## src/rtl/controle_irrigacao.sv

```systemverilog
// Tank-fed irrigation controller: debounces the H/M/L level sensors and sequences
// the inlet valve (fill) and outlet pump (irrigate), with a latched operator-cleared fault.
module controle_irrigacao #(
  parameter int DEB_CYCLES   = 4,
  parameter int IRR_TIME     = 16,
  parameter int FILL_TIMEOUT = 64
) (
  input  logic       clk,
  input  logic       rst_n,
  input  logic       H,
  input  logic       M,
  input  logic       L,
  input  logic       Seco,
  input  logic       Ack,
  output logic       Ve,
  output logic       Vs,
  output logic       Erro,
  output logic       Alarme,
  output logic [1:0] Estado,
  output logic [7:0] Ciclos
);

  localparam logic [1:0] IDLE     = 2'b00;
  localparam logic [1:0] FILL     = 2'b01;
  localparam logic [1:0] IRRIGATE = 2'b10;
  localparam logic [1:0] FAULT    = 2'b11;

  localparam int CW   = $clog2(DEB_CYCLES + 1);
  localparam int TMAX = (IRR_TIME > FILL_TIMEOUT) ? IRR_TIME : FILL_TIMEOUT;
  localparam int TW   = $clog2(TMAX + 1);

  localparam logic [CW-1:0] CNT_SAT   = CW'(DEB_CYCLES - 1);
  localparam logic [TW-1:0] FILL_LAST = TW'(FILL_TIMEOUT - 1);
  localparam logic [TW-1:0] IRR_LAST  = TW'(IRR_TIME - 1);

  logic [2:0]    sample;
  logic [2:0]    prev;
  logic [2:0]    lvl;
  logic [CW-1:0] cnt;
  logic [CW-1:0] cntNext;
  logic [1:0]    state;
  logic [1:0]    stateNext;
  logic [TW-1:0] tmr;
  logic [7:0]    ciclos;
  logic          lvlVazio;
  logic          lvlBaixo;
  logic          lvlMedio;
  logic          lvlCheio;
  logic          lvlValid;
  logic          irrDone;

  assign sample = {H, M, L};

  // cnt holds (identical consecutive samples - 1); the level is accepted once it reaches DEB_CYCLES-1
  always_comb begin
    cntNext = '0;
    if (sample == prev) begin
      cntNext = (cnt == CNT_SAT) ? CNT_SAT : cnt + 1'b1;
    end
  end

  always_ff @(posedge clk or negedge rst_n) begin
    if (!rst_n) begin
      prev <= 3'b000;
      cnt  <= '0;
      lvl  <= 3'b000;
    end else begin
      prev <= sample;
      cnt  <= cntNext;
      if (cntNext == CNT_SAT) begin
        lvl <= sample;
      end
    end
  end

  assign lvlVazio = (lvl == 3'b000);
  assign lvlBaixo = (lvl == 3'b001);
  assign lvlMedio = (lvl == 3'b011);
  assign lvlCheio = (lvl == 3'b111);
  assign lvlValid = lvlVazio | lvlBaixo | lvlMedio | lvlCheio;
  assign irrDone  = (state == IRRIGATE) && (tmr == IRR_LAST);

  // An inconsistent sensor code overrides every other transition
  always_comb begin
    stateNext = state;
    if (!lvlValid) begin
      stateNext = FAULT;
    end else begin
      case (state)
        IDLE: begin
          if (lvlVazio || lvlBaixo) begin
            stateNext = FILL;
          end else if (Seco) begin
            stateNext = IRRIGATE;
          end
        end
        FILL: begin
          if (lvlCheio) begin
            stateNext = IDLE;
          end else if (tmr == FILL_LAST) begin
            stateNext = FAULT;
          end
        end
        IRRIGATE: begin
          if (lvlVazio || lvlBaixo) begin
            stateNext = FILL;
          end else if (irrDone) begin
            stateNext = IDLE;
          end
        end
        default: begin
          if (Ack) begin
            stateNext = IDLE;
          end
        end
      endcase
    end
  end

  // One shared timer serves FILL and IRRIGATE; it restarts on every state change
  always_ff @(posedge clk or negedge rst_n) begin
    if (!rst_n) begin
      state  <= IDLE;
      tmr    <= '0;
      ciclos <= 8'd0;
    end else begin
      state <= stateNext;
      if ((stateNext != state) || (state == IDLE) || (state == FAULT)) begin
        tmr <= '0;
      end else begin
        tmr <= tmr + 1'b1;
      end
      if (irrDone && (stateNext == IDLE)) begin
        ciclos <= ciclos + 8'd1;
      end
    end
  end

  assign Ve     = (state == FILL);
  assign Vs     = (state == IRRIGATE);
  assign Erro   = (state == FAULT);
  assign Alarme = (state == FAULT) || lvlVazio;
  assign Estado = state;
  assign Ciclos = ciclos;

endmodule

```

## config.mk

```make
export PLATFORM = sky130hd
export DESIGN_NAME = controle_irrigacao
export DESIGN_NICKNAME = d
export VERILOG_FILES = /design/src/rtl/controle_irrigacao.sv
export SDC_FILE = /design/constraint.sdc
export NUM_CORES = 1
export LEC_CHECK = 0
export CAP_MARGIN = 20
export CORE_MARGIN = 1.5
export CORE_UTILIZATION = 50
export DETAILED_ROUTE_END_ITERATION = 7
export GPL_TIMING_DRIVEN = 0
export PLACE_DENSITY_LB_ADDON = 0.1
export SETUP_SLACK_MARGIN = 0.15
export SYNTH_ARGS = -nofsm -noshare
export SYNTH_HDL_FRONTEND = slang
export SYNTH_SLANG_ARGS = --single-unit
export TNS_END_PERCENT = 100
```

## constraint.sdc

```tcl
create_clock -name clk -period 2.5 [get_ports clk]
set_input_delay 0.625 -clock clk [delete_from_list [all_inputs] [get_ports clk]]
set_output_delay 0.625 -clock clk [all_outputs]
set_load 0.01 [all_outputs]
```

==> results.md <==
* Run status: complete, no violations
* Final setup viols at 0
* TritonCTS clock tree: done
* Hold WC Path Type: register to register
* Top cell family by delay on the critical path: buffers and inverters
* Root Buffer: clkbuf_4
* Final Slew Violations at 0
* Slew HR at 0.6113
* Initial antenna violation count at 0
* CTS H-tree lvls at 1
* Yosys top cell area share at 0.5113
* CTS buffer count at 3
* Initial DRC Count at 9
* Synth cell count leaders: dfrtp_1, xnor2_1, a21oi_1, nand2_1
* CTS Buffer Depth at 2
* Skew-Pair Late Insertion Delay at between 0.3 and 0.4 ns
* Top cell type by total area after synthesis: dfrtp_1
* Critical path's largest stage delay at roughly 0.53 ns
* Design Area, Final at 1592 sq um
* Vias in the first global route at approximately 860
* Worst-path fanout max at 7
* Worst Setup SP: Estado[0]
* Layout Skew at ~0.012 ns
* Most frequent cell after synthesis: dfrtp_1
* Cells after DPL at 160
* Syn nets at approximately 120
* Critical R2R Launch: tmr[0]
* Pleak at roughly 0.68 nW
* WHS Endpoint: tmr[0]
* Die area at approximately 2900 sq um
* Wire per inst at roughly 13 microns
* Total negative slack at 0 ns
* Worst Hold Depth at 1
* Pre-antenna DRT Iters at 4
* Post-synthesis compound-gate area fraction at 0.1121
* Switching part of the total power at 0.3335
* Mapped cell area at approximately 1300 sq um
* Global-route wire length before repair at approximately 3800 microns
* Peak supply drop at ~0.5 mV
* Die Height at around 53 microns
* Tot GR Track Use at 0.1894
* Main combinational cell family by area after synthesis: simple AND/OR/NAND/NOR gates
* Critical path, cell by cell: inv_1 > nor2_1 > clkdlybuf4s50_1
* Grt ovf at 0
* Sequential share of power at 0.422
* Design Power at between 0.001 and 0.0015 W
* Antenna Nets Post-Route at 0
* Mux contribution to synthesized area at 0.03540
* Post-Syn Area per Cell at roughly 12 sq um
* Post-DP HPWL at 1648 microns
* Critical Path RT at 1.88 ns
* Reg2reg end: Ciclos[1]
* DIE WIDTH at between 50 and 60 microns
* Synth warn at 0
* Synth-to-Final Area Change at 25.07%
* Setup crit start kind: register
* Synth Flop Type: dfrtp_1
* Max Fclk at approximately 460 MHz
* Port Buffer Count at 20
* Largest cells by area after synthesis: dfrtp_1, xnor2_1, mux2_2
* Slowest-stage cell, CP: clkdlybuf4s50_1
* Worst Path Arrival at roughly 1.5 ns
* Detailed Route WL at about 2200 microns
* Worst slew pin tran at 0.5831 ns
* WS Path Type: register to primary output
* Endpoints failing hold at 0
* DRC violations left at 0
* Final critical-path required period at approximately 2.2 ns
* Logic pwr share at 0.405
* Final Non-Filler Cells at approximately 170
* Clock-pin slew on the worst setup and hold paths at between 0.1 and 0.15 ns
* Post-synth cell types at 36
* Flops & latches, synth at 26
* Hold Buf Count CTS at 0
* CP Capture Type: primary output
* XOR/XNOR Fraction of Synth Area at 0.09636
* Internal at ~0.00080 W
* Initial Utilization at 0.5231
* Row cnt at 18
* DR vias at 907
* R2r worst-path depth at 4
* Buffers and inverters on the worst path at 2
* Vias per std cell at about 5.5
* Global placer's final weighted congestion at 0.7870
* Max_cap viols at 0
* Period utilization at 0.8658
* Final-stage net count at roughly 150
* RSZ-0062 raised after global routing: no
* Post-Synth Adder-Cell Area at 0.02950
* Syn Inst Count at about 110
* Pin count of the biggest net entering global routing at 20
* Simple-Gate Fraction of Synth Area at 0.2006
* Sink Count at 26
* Hold slack final at around 0.48 ns
* Diodes inserted at 0
* Part of the Yosys area used for sequential elements at 0.5113
* R2r setup slk at 0.74 ns
* Fraction of layout cells with a size suffix above 1 at 0.1471
* Post-synth EDFFs at 0
* # IOs at 21
* Core Footprint at 2432 sq um
* Net Switching at roughly 0.00040 W
* Asr flop ratio synth at 1.000
* Clk pwr share at 0.172
* Cell Pwr Density at about 760 nW/um^2
* Hold path start: tmr[0]
* Placed Instance Area at approximately 1500 sq um
## placed cells by master (no fill, tap or decap), types with 2 or more instances in the layout
| master | instances |
|---|---|
| clkbuf_4 | 3 |
| and3_1 | 3 |
| xor2_1 | 3 |
| nand3_1 | 5 |
| nand4b_1 | 2 |
| buf_4 | 2 |
| mux2_2 | 4 |
| o21ai_0 | 2 |
| dfrtp_1 | 26 |
| inv_1 | 2 |
| nor2_1 | 3 |
| a31oi_1 | 2 |
| ha_1 | 3 |
| and2_1 | 2 |
| clkdlybuf4s50_1 | 19 |
| nand2b_1 | 2 |
| nand2_1 | 6 |
| a21oi_1 | 6 |
| xnor2_1 | 11 |
| nand4_1 | 4 |
| nor3_1 | 5 |
## routing by layer
layer	global-route usage	wire, microns	up-vias
met1	0.2435	1038	440
met3	0.03955	94	2
met5	0	0	-
met4	0.06410	15	0
li1	-	-	453
met2	0.3148	1043	12
## timing repair
item | in CTS | in global routing
buffers inserted | 2 | 0
endpoints found under the hold margin | 0 | 0
endpoints found under the setup margin | 1 | 1
gates resized for setup | 0 | 1
## power groups by stage
stage | clock (W) | sequential, W | combinational [W]
floorplan | 0 | 0.000524 | 0.000284
global placement | 0 | 0.000526 | 0.000448
detailed placement | 0 | 0.000529 | 0.000460
CTS | 0.000219 | 0.000509 | 0.000494
global route | 0.000235 | 0.000514 | 0.000549
finish | 0.000208 | 0.000510 | 0.000489
## state kept, by name, indices dropped and copies added (netlist names)
signal	flops
Ciclos	8
Estado	2
cnt	3
lvl	3
prev	3
tmr	7
## final cells by class
type / count / area [sq um]
fill: 206 / 840.8
sequential: 26 / 650.6
multi-input combinational: 80 / 603.1
timing repair buffer: 23 / 245.2
tap: 30 / 37.54
clock buffer: 4 / 36.28
buffer: 1 / 11.26
inverter: 2 / 7.507
## worst max-delay path by stage
stage / endpoint / slack (ns) / cells after the start
after floorplan: tmr[2] / 0.89 / 4
after global routing: Erro / 0.25 / 3
after detailed placement: lvl[2] / 0.24 / 5
final: Ve / 0.34 / 3
after global placement: tmr[2] / 0.28 / 5
after CTS: Alarme / 0.16 / 3
## logic make-up (layout without fill, tap and decap cells)
| kind of cell | after synthesis | in the layout |
|---|---|---|
| AOI/OAI and AO/OA | 18 | 18 |
| adders and majority gates | 3 | 3 |
| xor gates and xnor gates | 14 | 14 |
| DFF | 26 | 26 |
| and+or+nand+nor | 41 | 41 |
| muxes | 4 | 4 |
| buffers and inverters | 3 | 30 |
## worst reg2reg max path: stages (launching register included)
cell      delay [ns]
dfrtp_1         0.39
ha_1            0.22
nand4b_1        0.25
nor3_4          0.42
mux2_2          0.38
## through the flow
step / utilization / setup slack [ns]
floorplan: - / 0.8873
global route: 0.6543 / 0.2529
detailed placement: 0.6322 / 0.2441
CTS: 0.6533 / 0.1596
global placement: 0.6209 / 0.2760
finish: 0.6543 / 0.3355
(Power assumes the default switching activity.)
